$ cat src/rtl/mpmc12_pkg.sv
// mpmc12_pkg: shared types and default constants for the mpmc12 controller.
//   mpmc12_state_t   controller FSM state encoding
//   MPMC12_CW        default burst counter width
//   MPMC12_MAX_OUT   default read-credit window (beats in flight)
package mpmc12_pkg;

  typedef enum logic [3:0] {
    IDLE        = 4'd0,
    PRESET1     = 4'd1,
    PRESET2     = 4'd2,
    PRESET3     = 4'd3,
    WRITE_DATA0 = 4'd4,
    WRITE_DATA1 = 4'd5,
    WRITE_DATA2 = 4'd6,
    READ_DATA0  = 4'd7,
    READ_DATA1  = 4'd8,
    READ_DATA2  = 4'd9,
    DONE        = 4'd10
  } mpmc12_state_t;

  localparam int unsigned MPMC12_CW      = 8;
  localparam int unsigned MPMC12_MAX_OUT = 8;

endpackage

$ cat src/rtl/mpmc12_beat_ctr.sv
// mpmc12_beat_ctr: CW-bit beat counter with arm/disarm, limit and sticky done.
//   clk, rst_n  clock, asynchronous active-low reset
//   i_clr       synchronous clear to reset values (highest priority)
//   i_start     clear count and done, arm the counter
//   i_disarm    stop counting without setting done
//   i_inc       one beat this cycle (ignored while disarmed)
//   i_lim       last beat index (beats minus one)
//   o_cnt       beats counted so far, saturating at i_lim
//   o_on        counter armed
//   o_hit       armed and o_cnt == i_lim
//   o_done      sticky: i_lim+1 beats counted
module mpmc12_beat_ctr #(
  parameter int unsigned CW = 8
) (
  input  logic          clk,
  input  logic          rst_n,
  input  logic          i_clr,
  input  logic          i_start,
  input  logic          i_disarm,
  input  logic          i_inc,
  input  logic [CW-1:0] i_lim,
  output logic [CW-1:0] o_cnt,
  output logic          o_on,
  output logic          o_hit,
  output logic          o_done
);

  logic [CW-1:0] r_cnt;
  logic          r_on;
  logic          r_done;
  logic          w_hit;

  assign w_hit = r_on && (r_cnt == i_lim);

  always_ff @(posedge clk or negedge rst_n) begin
    if (!rst_n) begin
      r_cnt  <= '0;
      r_on   <= 1'b0;
      r_done <= 1'b0;
    end else if (i_clr) begin
      r_cnt  <= '0;
      r_on   <= 1'b0;
      r_done <= 1'b0;
    end else if (i_start) begin
      r_cnt  <= '0;
      r_on   <= 1'b1;
      r_done <= 1'b0;
    end else if (i_disarm) begin
      r_on   <= 1'b0;
    end else if (i_inc && r_on) begin
      // The final beat leaves the count at the limit and disarms.
      if (w_hit) begin
        r_on   <= 1'b0;
        r_done <= 1'b1;
      end else begin
        r_cnt  <= r_cnt + 1'b1;
      end
    end
  end

  assign o_cnt  = r_cnt;
  assign o_on   = r_on;
  assign o_hit  = w_hit;
  assign o_done = r_done;

endmodule

$ cat src/rtl/mpmc12_burst_ctr.sv
// mpmc12_burst_ctr: per-request burst sequencer between the mpmc12 FSM and
// the MIG-style app interface. Counts issued command beats and returned read
// beats, and limits in-flight read beats to a credit window.
//   clk, rst_n     clock, asynchronous active-low reset
//   state          controller FSM state
//   wdf_rdy        write-data FIFO ready
//   rdy            command accepted by the memory interface
//   rd_data_valid  one read beat returned this cycle
//   burst_len      beats minus one, captured in PRESET3
//   cmd_en         this cycle may issue a command beat (combinational)
//   burst_cnt      command beats issued
//   dat_cnt        read beats returned
//   outstanding    read beats in flight
//   cmd_last       command side armed and on its last beat
//   cmd_done       sticky: all command beats issued
//   dat_done       sticky: all read beats returned
module mpmc12_burst_ctr
  import mpmc12_pkg::*;
#(
  parameter int unsigned CW      = MPMC12_CW,
  parameter int unsigned MAX_OUT = MPMC12_MAX_OUT
) (
  input  logic          clk,
  input  logic          rst_n,
  input  mpmc12_state_t state,
  input  logic          wdf_rdy,
  input  logic          rdy,
  input  logic          rd_data_valid,
  input  logic [CW-1:0] burst_len,
  output logic          cmd_en,
  output logic [CW-1:0] burst_cnt,
  output logic [CW-1:0] dat_cnt,
  output logic [CW:0]   outstanding,
  output logic          cmd_last,
  output logic          cmd_done,
  output logic          dat_done
);

  localparam logic [CW:0] LP_MAX_OUT = (CW+1)'(MAX_OUT);

  logic [CW-1:0] r_len_q;
  logic [CW:0]   r_outstanding;
  logic          w_idle;
  logic          w_preset;
  logic          w_wr_state;
  logic          w_rd_issue_state;
  logic          w_rd_state;
  logic          w_cmd_on;
  logic          w_dat_on;
  logic          w_cmd_hit;
  logic          w_dat_hit;
  logic          w_cmd_en;
  logic          w_issue;
  logic          w_rd_issue;
  logic          w_dat_beat;

  assign w_idle           = (state == IDLE);
  assign w_preset         = (state == PRESET3);
  assign w_wr_state       = (state == WRITE_DATA1);
  assign w_rd_issue_state = (state == READ_DATA0) || (state == READ_DATA2);
  assign w_rd_state       = w_rd_issue_state || (state == READ_DATA1);

  // Writes are not credit-limited; only read issues consume the window.
  assign w_cmd_en = w_cmd_on && ((r_outstanding < LP_MAX_OUT) || w_wr_state);

  always_comb begin
    w_issue = 1'b0;
    if (w_wr_state)
      w_issue = w_cmd_en && wdf_rdy && rdy;
    else if (w_rd_issue_state)
      w_issue = w_cmd_en && rdy;
  end

  assign w_rd_issue = w_issue && w_rd_issue_state;
  assign w_dat_beat = rd_data_valid && w_dat_on;

  always_ff @(posedge clk or negedge rst_n) begin
    if (!rst_n)
      r_len_q <= '0;
    else if (w_idle)
      r_len_q <= '0;
    else if (w_preset)
      r_len_q <= burst_len;
  end

  always_ff @(posedge clk or negedge rst_n) begin
    if (!rst_n) begin
      r_outstanding <= '0;
    end else if (w_idle || w_preset) begin
      r_outstanding <= '0;
    end else if (w_rd_state) begin
      // Simultaneous issue and return cancel; a return with nothing in
      // flight is dropped so the window never underflows.
      if (w_rd_issue && !w_dat_beat)
        r_outstanding <= r_outstanding + (CW+1)'(1);
      else if (!w_rd_issue && w_dat_beat && (r_outstanding != '0))
        r_outstanding <= r_outstanding - (CW+1)'(1);
    end
  end

  mpmc12_beat_ctr #(.CW(CW)) u_cmd_ctr (
    .clk      (clk),
    .rst_n    (rst_n),
    .i_clr    (w_idle),
    .i_start  (w_preset),
    .i_disarm (1'b0),
    .i_inc    (w_issue),
    .i_lim    (r_len_q),
    .o_cnt    (burst_cnt),
    .o_on     (w_cmd_on),
    .o_hit    (w_cmd_hit),
    .o_done   (cmd_done)
  );

  // A write burst never returns read data, so the data side is disarmed
  // as soon as the write phase begins.
  mpmc12_beat_ctr #(.CW(CW)) u_dat_ctr (
    .clk      (clk),
    .rst_n    (rst_n),
    .i_clr    (w_idle),
    .i_start  (w_preset),
    .i_disarm (w_wr_state),
    .i_inc    (w_dat_beat),
    .i_lim    (r_len_q),
    .o_cnt    (dat_cnt),
    .o_on     (w_dat_on),
    .o_hit    (w_dat_hit),
    .o_done   (dat_done)
  );

  assign cmd_en      = w_cmd_en;
  assign cmd_last    = w_cmd_hit;
  assign outstanding = r_outstanding;

endmodule

$ cat config.mk
export PLATFORM = sky130hd
export DESIGN_NAME = mpmc12_burst_ctr
export DESIGN_NICKNAME = d
export VERILOG_FILES = /design/src/rtl/mpmc12_pkg.sv /design/src/rtl/mpmc12_beat_ctr.sv /design/src/rtl/mpmc12_burst_ctr.sv
export SDC_FILE = /design/constraint.sdc
export NUM_CORES = 1
export LEC_CHECK = 0
export BUFFER_PORTS_ARGS = -buffer_cell sky130_fd_sc_hd__buf_2
export CORE_MARGIN = 3
export CORE_UTILIZATION = 45
export CTS_CLUSTER_DIAMETER = 30
export DETAILED_ROUTE_END_ITERATION = 6
export GPL_TIMING_DRIVEN = 0
export HOLD_SLACK_MARGIN = 0.15
export MAX_ROUTING_LAYER = met4
export PLACE_DENSITY = 0.7
export SKIP_LAST_GASP = 1
export SLEW_MARGIN = 20
export SYNTH_ARGS = -nofsm -noshare
export SYNTH_HDL_FRONTEND = slang
export SYNTH_HIERARCHICAL = 1
export SYNTH_SLANG_ARGS = --single-unit
export TNS_END_PERCENT = 5
$ cat constraint.sdc
create_clock -name clk -period 4.1 [get_ports clk]
set_input_delay 0.41 -clock clk [delete_from_list [all_inputs] [get_ports clk]]
set_output_delay 0.41 -clock clk [all_outputs]
set_load 0.005 [all_outputs]
==> results.sh, run 1 <==
export IMPL_grt_overflow_total=0
export IMPL_fin_cells=370
export IMPL_drv_cap=0
export IMPL_dr_total_vias=2077
export IMPL_r2r_cells=11
export IMPL_core_um2=4910
export IMPL_ios=46
export IMPL_r2r_slack_ns=0.48
export IMPL_antenna_found_initial=0
export IMPL_timing_fmax_mhz=276
export IMPL_clkTransAtPathRegs_ns=0.07
export IMPL_report_power_total_mw=1.47
export IMPL_die_h_um=78.6
export IMPL_worstReg2RegStart="outstanding[5]$_DFFE_PN0P_"
export IMPL_syn_instance_count=249
export IMPL_drt_iter0_drc=115
export IMPL_yosys_area_top_type="dfrtp_1"
export IMPL_cp_slowest_stage_delay_ns=0.54
export IMPL_numCtsBuffers=5
export IMPL_cts_resized=0
export IMPL_setup_tns_ns=0
export IMPL_cts_tree="built"
export IMPL_start_util_pct=48.3
export IMPL_p_leak_nw=1.30
export IMPL_ys_async_sr_fraction_pct=100
export IMPL_crit_end="outstanding[8]$_DFFE_PN0P_"
export IMPL_ys_ff_latch=37
export IMPL_slew_viol_final=0
export IMPL_antennaDiodeCount=0
export IMPL_end_kind="flip-flop"
export IMPL_nNetsFinal=329
export IMPL_cp_start_kind="flip-flop"
export IMPL_synth_edf_count=0
export IMPL_grt_max_degree=38
export IMPL_route_detailed_drc=0
export IMPL_viasPerCell=5.61
export IMPL_grtUsageMet2_pct=30.0
export IMPL_rsz0062_at_grt="false"
export IMPL_setup_viol=0
export IMPL_gr_usage_met3_pct=4.01
export IMPL_rows=25
export IMPL_io_buffers=45
export IMPL_met1_usage_pct=26.8
export IMPL_clkSinkCount=37
export IMPL_grt_busiest_layer="met2"
export IMPL_rr_endpoint="outstanding[8]$_DFFE_PN0P_"
export IMPL_dp_hpwl_um=4030
export IMPL_die_width_um=78.6
export IMPL_cp_num_cells=11
export IMPL_gp_congestion=0.878
export IMPL_outcome="complete, no violations"
export IMPL_synth_area_um2=2370
export IMPL_h_tree_depth=2
export IMPL_slew_headroom_pct=40.5
export IMPL_setup_worst_path_class="flip-flop to flip-flop"
export IMPL_dp_cells=362
export IMPL_crit_fanout=7
export IMPL_routedWlPerCell_um=14.9
export IMPL_skew_ns=0.00416
export IMPL_cp_top_family="simple AND/OR/NAND/NOR gates"
export IMPL_ir_drop_mv=0.365
export IMPL_worst_slew_pin_slew_ns=0.886
export IMPL_cp_buffers_inverters=1
export IMPL_cts_root_buffer="clkbuf_8"
export IMPL_cts_hold_buf=0
export IMPL_ys_seq_area_share_pct=39.0
export IMPL_grt_first_pass_wirelength_um=9520
export IMPL_crit_start="outstanding[5]$_DFFE_PN0P_"
export IMPL_synthFlopType="dfrtp_1"
export IMPL_powerDensity_nw_per_um2=521
export IMPL_first_pass_iters=4
export IMPL_postCtsSetupRepairBufs=0
export IMPL_clockBufferDepth=2
export IMPL_synth_top_cell_area_share_pct=39.0
export IMPL_hold_viol=0
export IMPL_cpMostUsedCell="o21ai_0"
export IMPL_post_route_min_period_ns=3.62
export IMPL_die_area_um2=6180
export IMPL_critPathRequiredTime_ns=4.32
export IMPL_synth_cell_types=54
export IMPL_insertion_delay_ns=0.29
export IMPL_avgSynthCellArea_um2=9.53
export IMPL_grt_pass1_vias=1970
export IMPL_crit_slowest_cell="or4_4"
export IMPL_cp_cell_sequence="or4_4 -> nor3_2 -> nor3b_4 -> inv_1 -> ha_1 -> nor2b_1 -> o31a_1 -> o21ai_0 -> o21ai_0 -> or4_1 -> o211ai_2"
export IMPL_synth_area_leaders="dfrtp_1 39%, xnor2_1 6.6%, ha_1 4.7%"
export IMPL_yosysWarnings=6
export IMPL_track_usage_pct=19.9
export IMPL_final_layout_size_suffix_gt1_share_pct=25.1
export IMPL_area_growth_pct=19.2
export IMPL_arrival_ns=3.84
export IMPL_detail_route_antenna_nets=0
export IMPL_wl_um=5510
export IMPL_hp_class="input pin to async pin"
export IMPL_finalCritPeriodShare_pct=88.3
-- final cells by class --
type	count	area, µm²
Timing Repair Buffer	45	225
Tap cell	67	83.8
Clock buffer	5	68.8
Buffer	4	18.8
Inverter	8	30.0
Fill cell	454	2080
Multi-Input combinational cell	201	1410
Sequential cell	37	926
Clock inverter	3	65.1
-- layout by cell type, fill, tap and decap left out, drive strengths merged, types with 2 or more instances in the layout --
cell type and instances:
nand2b 3, bufinv 2, o211ai 3, nand2 27
o31ai 5, a21o 3, nor3b 5, nand3 17
nor2 12, a21oi 16, nand4 4, or3 9
o41ai 4, o311ai 6, or4 5, nor2b 2
nor3 4, ha 9, a211o 2, buf 48
clkbuf 6, a211oi 2, dfrtp 37, o21a 2
or2 2, inv 8, xor2 6, xnor2 18
conb 2, and3 2, o21ai 19
-- stage by stage --
step                worst slack [ns]  utilization [%]  instance area [µm²]  hold slack (ns)
finish                         0.480             57.6                 2830            0.211
global route                   0.207             57.6                 2830            0.279
CTS                            0.449             57.6                 2830            0.247
detailed placement             0.494             54.9                 2700            0.491
global placement               0.578             54.7                 2690            0.477
floorplan                      0.928                -                 2380            0.114
-- cell usage after synthesis (all sizes together), types with 4 or more instances --
library cell and instances:
dfrtp 37, nand2 27, o21ai 19, xnor2 18
nand3 17, a21oi 16, nor2 12, ha 9
or3 9, inv 8, o311ai 6, xor2 6
nor3b 5, o31ai 5, or4 5, nand4 4
nor3 4, o41ai 4
-- kinds of logic (layout without fill, tap and decap cells) --
group                    Yosys count  count (layout)  share of synthesized area (%)
XOR/XNOR                          24              24                           8.86
buffers and inverters             12              65                           2.06
flip-flops                        37              37                           39.0
AO/OA/AOI/OAI                     67              67                           19.6
AND/OR/NAND/NOR                   98              98                           24.8
adder cells (fa/ha/maj)           10              10                           5.59
other                              1               2                          0.158
-- where the power goes --
| group | switching [mW] | internal [mW] | leakage [nW] |
|---|---|---|---|
| Combinational | 0.312 | 0.288 | 0.730 |
| Clock | 0.133 | 0.242 | 0.0681 |
| Sequential | 0.0785 | 0.421 | 0.504 |
-- registers in the layout, summed over array words and instances, names as in the netlist --
register and flops:
u_cmd_ctr/o_done 1, u_dat_ctr/o_on 1, outstanding 9, u_dat_ctr/o_cnt 8, u_cmd_ctr/o_cnt 8, r_len_q 8, u_cmd_ctr/o_on 1, u_dat_ctr/o_done 1
-- routing by layer --
layer,vias to the layer above,part of all wire [%]
met5,-,0
li1,1026,-
met3,7,6.0
met4,0,1.4
met1,984,47
met2,60,46
-- worst min-delay path by stage --
stage | start | endpoint | slack [ns] | cells past startpoint
finish | rst_n | u_cmd_ctr/o_cnt[0]$_DFFE_PN0P_ | 0.21 | 1
global route | rst_n | u_cmd_ctr/o_cnt[1]$_DFFE_PN0P_ | 0.28 | 1
CTS | rst_n | u_cmd_ctr/o_cnt[1]$_DFFE_PN0P_ | 0.25 | 1
global placement | u_cmd_ctr/o_done$_DFFE_PN0P_ | u_cmd_ctr/o_done$_DFFE_PN0P_ | 0.48 | 2
floorplan | rst_n | outstanding[0]$_DFFE_PN0P_ | 0.11 | 0
detailed placement | u_dat_ctr/o_done$_DFFE_PN0P_ | u_dat_ctr/o_done$_DFFE_PN0P_ | 0.49 | 2
Power figures use the tool's default switching activity.
==> run 2: changes to the inputs <==
--- a/config.mk
+++ b/config.mk
@@ -6,6 +6,7 @@
 export NUM_CORES = 1
 export LEC_CHECK = 0
 export BUFFER_PORTS_ARGS = -buffer_cell sky130_fd_sc_hd__buf_2
+export CORE_ASPECT_RATIO = 1.2
 export CORE_MARGIN = 3
 export CORE_UTILIZATION = 45
 export CTS_CLUSTER_DIAMETER = 30
==> results.sh, run 2 (synthesis gave the netlist of run 1 again) <==
export IMPL_outcome="complete, no violations"
export IMPL_grt_first_pass_wirelength_um=10100
export IMPL_dpl_cell_area_um2=2700
export IMPL_ir_drop_mv=0.322
export IMPL_arrival_ns=3.79
export IMPL_rsz0062_at_grt="false"
export IMPL_comb_power_share_pct=40.7
export IMPL_slew_viol_final=0
export IMPL_ios=46
export IMPL_utilization_pct=56.5
export IMPL_cts_hold_buf=0
export IMPL_dp_hpwl_um=4310
export IMPL_finalCritPeriodShare_pct=87.2
export IMPL_fin_cells=364
export IMPL_p_seq_share_pct=33.9
export IMPL_fin_area_um2=2830
export IMPL_final_layout_size_suffix_gt1_share_pct=25.3
export IMPL_skew_ns=0.00653
export IMPL_route_detailed_drc=0
export IMPL_timing_fmax_mhz=280
export IMPL_dp_cells=356
export IMPL_wl_um=5700
export IMPL_hold_viol=0
export IMPL_setup_viol=0
export IMPL_layout_setup_ws_ns=0.526
export IMPL_detail_route_antenna_nets=0
export IMPL_routedWlPerCell_um=15.7
export IMPL_p_leak_nw=1.31
export IMPL_critPathRequiredTime_ns=4.32
export IMPL_mostFrequentLayoutCells="45 x buf_2, 37 x dfrtp_1, 25 x nand2_1, 19 x o21ai_0, 18 x xnor2_1"
export IMPL_antennaDiodeCount=0
export IMPL_grt_pass1_vias=2103
export IMPL_p_clk_share_pct=25.4
export IMPL_grt_max_degree=38
export IMPL_insertion_delay_ns=0.29
export IMPL_clockBufferDepth=2
export IMPL_start_util_pct=47.4
export IMPL_numCtsBuffers=5
export IMPL_holdWs_ns=0.213
export IMPL_slew_headroom_pct=44.8
export IMPL_die_h_um=85.6
export IMPL_pre_cts_slack_ns=0.515
export IMPL_setup_worst_path_class="flip-flop to flip-flop"
export IMPL_antenna_found_initial=0
export IMPL_post_route_min_period_ns=3.57
export IMPL_core_um2=5010
export IMPL_intPower_uw=951
export IMPL_die_area_um2=6190
export IMPL_clkTransAtPathRegs_ns=0.08
export IMPL_layout_commonest_cell="buf_2"
export IMPL_cts_root_buffer="clkbuf_8"
export IMPL_cts_tree="built"
export IMPL_h_tree_depth=2
export IMPL_io_buffers=45
export IMPL_postCtsSetupRepairBufs=0
export IMPL_drv_cap=0
export IMPL_setup_tns_ns=0
export IMPL_viasPerCell=5.77
export IMPL_first_pass_iters=6
export IMPL_end_kind="flip-flop"
export IMPL_worst_slew_pin_slew_ns=0.827
export IMPL_gp_congestion=0.834
export IMPL_report_power_total_mw=1.48
export IMPL_cts_resized=0
export IMPL_crit_fanout=7
export IMPL_area_growth_pct=19.3
export IMPL_track_usage_pct=21.0
export IMPL_clkSinkCount=37
export IMPL_largest_register_ffs=9
export IMPL_switching_power_uw=524
export IMPL_grt_overflow_total=0
export IMPL_powerDensity_nw_per_um2=521
export IMPL_cp_start_kind="flip-flop"
export IMPL_dr_total_vias=2102
export IMPL_die_width_um=72.3
export IMPL_nNetsFinal=330
export IMPL_hp_class="input pin to async pin"
export IMPL_drt_iter0_drc=116
export IMPL_rows=28
export IMPL_p_sw_share_pct=35.6
[run 2: layout make-up]
cell class | instances | area [µm²]
buffer | 4 | 18.8
clock inverter | 3 | 65.1
inverter | 8 | 30.0
fill | 472 | 2180
clock buffer | 5 | 68.8
sequential | 37 | 926
tap | 60 | 75.1
multi-input combinational | 201 | 1410
timing repair buffer | 46 | 236
[run 2: power groups by stage]
| stage | logic (mW) | registers [mW] | clock network [mW] |
|---|---|---|---|
| after floorplan | 0.455 | 0.490 | 0 |
| after global placement | 0.580 | 0.506 | 0 |
| after detailed placement | 0.605 | 0.507 | 0 |
| after CTS | 0.606 | 0.501 | 0.382 |
| after global routing | 0.676 | 0.512 | 0.401 |
| final | 0.600 | 0.500 | 0.375 |
[run 2: per-layer routing]
layer	share of wire, %	wire [µm]	up-vias	GRT usage, %
li1	-	-	1035	-
met1	43	2450	1018	25.4
met2	51	2920	42	35.0
met3	4.1	234	7	3.75
met4	1.6	93	0	7.18
met5	0	0	-	-
[run 2: worst paths after layout]
| kind | startpoint | endpoint | slack (ns) | cells after the start |
|---|---|---|---|---|
| setup / recovery | outstanding[5]$_DFFE_PN0P_ | outstanding[8]$_DFFE_PN0P_ | 0.53 | 11 |
| min in group clk | burst_len[4] | r_len_q[4]$_DFFE_PN0N_ | 0.34 | 2 |
| max in group asynchronous | rst_n | r_len_q[7]$_DFFE_PN0N_ | 3.37 | 1 |
| hold reg to reg | u_cmd_ctr/o_done$_DFFE_PN0P_ | u_cmd_ctr/o_done$_DFFE_PN0P_ | 0.50 | 2 |
| hold / removal | rst_n | u_cmd_ctr/o_cnt[2]$_DFFE_PN0P_ | 0.21 | 1 |
| setup reg to reg | outstanding[5]$_DFFE_PN0P_ | outstanding[8]$_DFFE_PN0P_ | 0.53 | 11 |
[run 2: worst max-delay path: stages (launching register included)]
cell	delay, ns
dfrtp_1	0.43
or4_4	0.55
nor3_2	0.19
nor3b_4	0.37
inv_1	0.23
ha_1	0.37
nor2b_1	0.17
o31a_1	0.25
o21ai_0	0.22
o21ai_0	0.20
or4_1	0.45
o211ai_2	0.07
